===== config.mk =====
export PLATFORM = sky130hd
export DESIGN_NAME = fifo_wr_arbiter
export DESIGN_NICKNAME = d
export VERILOG_FILES = /design/src/rtl/fifo_wr_arbiter.sv
export SDC_FILE = /design/constraint.sdc
export NUM_CORES = 1
export LEC_CHECK = 0
export CAP_MARGIN = 20
export CORE_MARGIN = 2
export CORE_UTILIZATION = 38
export CTS_CLUSTER_DIAMETER = 200
export DETAILED_ROUTE_END_ITERATION = 7
export PLACE_DENSITY = 0.81
export SLEW_MARGIN = 20
export SYNTH_ARGS = -nofsm -noshare
export SYNTH_HDL_FRONTEND = slang
export SYNTH_SLANG_ARGS = --single-unit

===== constraint.sdc =====
create_clock -name clk -period 1.7 [get_ports clk]
set_input_delay 0.17 -clock clk [delete_from_list [all_inputs] [get_ports clk]]
set_output_delay 0.17 -clock clk [all_outputs]
set_load 0.01 [all_outputs]

===== src/rtl/fifo_wr_arbiter.sv =====
// fifo_wr_arbiter: a round-robin arbiter that shares one FIFO write port
// among N producers. Each grant lasts for at most MAX_BURST accepted words.
// The grant ends early if the granted producer drops its request, and it
// stalls without counting while the FIFO reports full. Consecutive grants are
// always separated by one IDLE cycle.
module fifo_wr_arbiter #(
  parameter int N         = 4,
  parameter int DW        = 8,
  parameter int MAX_BURST = 4
) (
  input  logic            clk,
  input  logic            rstn,
  input  logic [N-1:0]    req,
  input  logic [N*DW-1:0] din_bus,
  input  logic            fifo_full,
  output logic [N-1:0]    ack,
  output logic [N-1:0]    gnt,
  output logic            fifo_write,
  output logic [DW-1:0]   fifo_din,
  output logic            busy
);

  localparam int IDW = (N > 1) ? $clog2(N) : 1;
  localparam int CW  = $clog2(MAX_BURST) + 1;

  localparam logic [CW-1:0]  LAST_CNT    = CW'(MAX_BURST - 1);
  localparam logic [IDW-1:0] LAST_ID_RST = IDW'(N - 1);

  typedef enum logic {
    S_IDLE,
    S_GRANT
  } state_t;

  state_t         state;
  logic [IDW-1:0] cur_id;
  logic [IDW-1:0] last_id;
  logic [CW-1:0]  burst_cnt;

  logic           pick_valid;
  logic [IDW-1:0] pick_id;
  logic [IDW-1:0] cand;
  logic           cur_req;
  logic           accept;
  logic           end_burst;

  // Round-robin search: the first requester at or after last_id+1, wrapping modulo N.
  always_comb begin
    // NOTE: every variable written here gets a default first, so no path leaves
    // a value held over from an earlier evaluation. Without the defaults,
    // synthesis would infer a latch.
    pick_valid = 1'b0;
    pick_id    = '0;
    cand       = '0;
    for (int i = 1; i <= N; i++) begin
      cand = IDW'((int'(last_id) + i) % N);
      if (!pick_valid && req[cand]) begin
        pick_valid = 1'b1;
        pick_id    = cand;
      end
    end
  end

  // Write-side datapath: derived from the registered grant and the live inputs.
  always_comb begin
    cur_req    = req[cur_id];
    accept     = (state == S_GRANT) && cur_req && !fifo_full;
    end_burst  = (state == S_GRANT) && (!cur_req || (accept && (burst_cnt == LAST_CNT)));
    fifo_write = accept;
    ack        = accept ? (N'(1) << cur_id) : '0;
    fifo_din   = (state == S_GRANT) ? din_bus[int'(cur_id)*DW +: DW] : '0;
  end

  // Arbitration FSM, with the registered grant, busy flag and burst counter.
  always_ff @(posedge clk or negedge rstn) begin
    if (!rstn) begin
      state     <= S_IDLE;
      gnt       <= '0;
      busy      <= 1'b0;
      cur_id    <= '0;
      last_id   <= LAST_ID_RST;
      burst_cnt <= '0;
    end else begin
      // NOTE: state registers use non-blocking assignments. All of them then
      // update together at the edge, and the order of the statements does not
      // change the result.
      case (state)
        S_IDLE: begin
          if (pick_valid) begin
            state     <= S_GRANT;
            gnt       <= N'(1) << pick_id;
            cur_id    <= pick_id;
            burst_cnt <= '0;
            busy      <= 1'b1;
          end
        end
        S_GRANT: begin
          if (accept) begin
            burst_cnt <= burst_cnt + 1'b1;
          end
          if (end_burst) begin
            state   <= S_IDLE;
            gnt     <= '0;
            busy    <= 1'b0;
            last_id <= cur_id;
          end
        end
        default: begin
          state <= S_IDLE;
          gnt   <= '0;
          busy  <= 1'b0;
        end
      endcase
    end
  end

endmodule


==> metrics.txt <==
vias in the first global route=1067; Die Span Y=55.3 microns; worst-margin pin slew=0.574 ns; Crit path depth=5; required time at the worst-slack endpoint=1.53 ns; Netlist cell types=34; final worst-path cycle share=1.09; CTS Buf Count=3; Seq/Total Area, Yosys=0.327; total track usage=0.209; area grow syn2layout=74.2%; crit start category=flop; P_sw=949 uW; Largest stage delay, worst path=0.47 ns; Max-slew headroom=0.616; Core Rows=18; n_diodes=0; Tot Pwr=2.56 mW; P_int=1.61 mW; largest net degree at the start of global routing=15; dpl hpwl=2450 microns; max frequency=540 MHz; Die ar.=0.00306 sq mm; DRT Pass-1 Iters=4; CP bufs+invs=3; placed cell count=192; # hold bufs at CTS=0; Crit Path Class=reg -> out; Layout Nets=213; clock sink count=13; syn_nets=136; global route overflow=0; Final setup viols=15; status=finished, violations left; power density over the cells=1470 mW/mm^2; YS warnings=0; initial antenna violation count=0; Switching Share=0.370; worst-path fanout max=6; Final min period=1.85 ns; Clock Latency Late Sink=0.28 ns; total core area=0.00248 sq mm; P_leak=0.770 nW; Seq cells post-synth=13; H-tree levels=1; share of cells above drive strength 1=0.339; final core utilization=0.704; violated checks=negative setup slack; Vias/cell=5.25; final WL=3170 microns; Crit-path slowest cell=mux4_2; Top delay family on crit path=multiplexers; final cell count without fillers=201; PnR worst setup slack=-0.152 ns; R2R cell count=6; Seq pwr share=0.224; CTS tree=yes; power share of the combinational group=0.699; Post-Synthesis Cells=95; Hold Slack=0.248 ns; Starting Density=0.404; Placer Congestion=0.850; first-pass GRT wire length=5130 microns; max-slew violations=0; clk slew on worst S/H paths=0.08 ns; RSZ-0062 raised after global routing=true; vias post-DR=1056; Final Cell Area=0.00174 sq mm; worst-path cell chain=buf_12 -> buf_4 -> mux4_2 -> and2_1 -> buf_2; Remaining DRCs=0; Max Cap Viol=0; CP arrival=1.68 ns; synthesized area=0.00100 sq mm; Max VDD drop=0.948 mV; Iter 0 DRT Violations=33; routed length per instance=15.7 microns; Max clock buf depth=2; Setup crit end kind=output pin; antenna violation net count after detailed routing=0; Fin. Hold Viols=0; Clock power frac=0.076; number of I/O port buffers=56; I/O pin cnt=57; Worst Hold Class=in -> async; Placed Instance Area=0.00170 sq mm; width of the die=55.3 microns; Max Clock Skew=0.00610 ns; clock root buffer=clkbuf_4; syn_area_per_cell=10.5 sq um
path summary, 6_finish.rpt:
path	from	to	slack, ns
worst max-delay path	cur_id[0]$_DFFE_PN0P_	fifo_din[7]	-0.15
worst min-delay path	rstn	busy$_DFFE_PN0P_	0.25
worst max register to register	cur_id[0]$_DFFE_PN0P_	last_id[0]$_DFFE_PN1P_	-0.09
worst min register to register	gnt[3]$_DFFE_PN0P_	gnt[3]$_DFFE_PN0P_	0.51
max in group asynchronous	rstn	cur_id[0]$_DFFE_PN0P_	1.05
min in group clk	gnt[3]$_DFFE_PN0P_	gnt[3]$_DFFE_PN0P_	0.51
kinds of logic after synthesis:
family / count (synthesis) / share of synthesized area
and+or+nand+nor: 44 / 0.230
AOI/OAI and AO/OA: 13 / 0.100
DFF: 13 / 0.327
buffers and inverters: 12 / 0.0737
muxes: 11 / 0.244
adders and majority gates: 2 / 0.0250
metal layers:
layer	part of all wire	up-vias	wire length (microns)	global-route usage
met3	0.086	3	273	0.0398
met1	0.43	497	1360	0.275
met2	0.47	54	1500	0.354
li1	-	502	-	-
met4	0.0085	0	27	0.0523
met5	0	-	0	0
power groups by stage:
stage	Sequential (mW)	Combinational (mW)	Clock [mW]
CTS	0.574	1.79	0.198
finish	0.575	1.79	0.195
global placement	0.561	1.66	0
floorplan	0.578	0.923	0
global route	0.587	1.94	0.210
detailed placement	0.570	1.69	0
area by class of cell:
cell class / count / area (sq um)
clock buffer: 4 / 26.3
fill: 190 / 733
inverter: 7 / 26.3
multi-input combinational: 70 / 607
sequential: 13 / 329
tap: 30 / 37.5
timing repair buffer: 77 / 718
worst register-to-register path, cell delays in order, from the launching register on:
cell     delay, ns
dfrtp_2       0.42
buf_12        0.13
mux4_2        0.55
buf_6         0.15
o21ai_4       0.08
nand2_4       0.09
mux2_4        0.30
placed cells by master, fill, tap and decap left out, types with 4 or more instances in the layout:
cell type and instances:
buf_2 8, dfrtp_1 10, mux4_2 9, nand2_1 10, and2_1 8, inv_1 6, nor2_1 6, buf_4 17
clkdlybuf4s50_1 43, nand3_1 4
stage by stage:
stage / setup TNS, ns / setup WS, ns
after floorplan: 0 / 0.185
after global placement: -2.63 / -0.221
after detailed placement: -3.03 / -0.222
after CTS: -1.44 / -0.173
after global routing: -1.84 / -0.190
final: -1.15 / -0.152
cell usage after synthesis (all sizes together):
library cell / n / area [sq um]
o211ai: 1 / 7.51
clkbuf: 3 / 31.3
a311oi: 1 / 8.76
dfrtp: 11 / 275
nor4b: 1 / 8.76
inv: 7 / 26.3
o32ai: 1 / 8.76
and2: 10 / 63.8
buf: 2 / 16.3
a221oi: 1 / 8.76
mux2: 2 / 30.0
nand2b: 2 / 12.5
dfstp: 2 / 52.6
mux4: 9 / 214
nor2: 8 / 30.0
nand2: 12 / 52.6
o21bai: 1 / 7.51
nor3b: 1 / 7.51
nor2b: 1 / 6.26
o22ai: 1 / 6.26
nand3: 4 / 20.0
nor3: 2 / 10.0
o2bb2ai: 1 / 8.76
o21ai: 4 / 23.8
ha: 2 / 25.0
nor4: 1 / 6.26
a32o: 2 / 20.0
or2: 2 / 12.5
state kept, by name, indices dropped and copies added, names as in the netlist:
name and count:
state 1, burst_cnt 3, cur_id 2, last_id 2, gnt 4, busy 1
repair_timing:
action	CTS	global route
endpoints found under the hold margin	0	0
pin swaps	10	4
resized for setup	53	6
endpoints found under the setup margin	21	17
setup buffers	3	2
cloned	1	0
No activity file was read; power rests on OpenSTA's default activity.
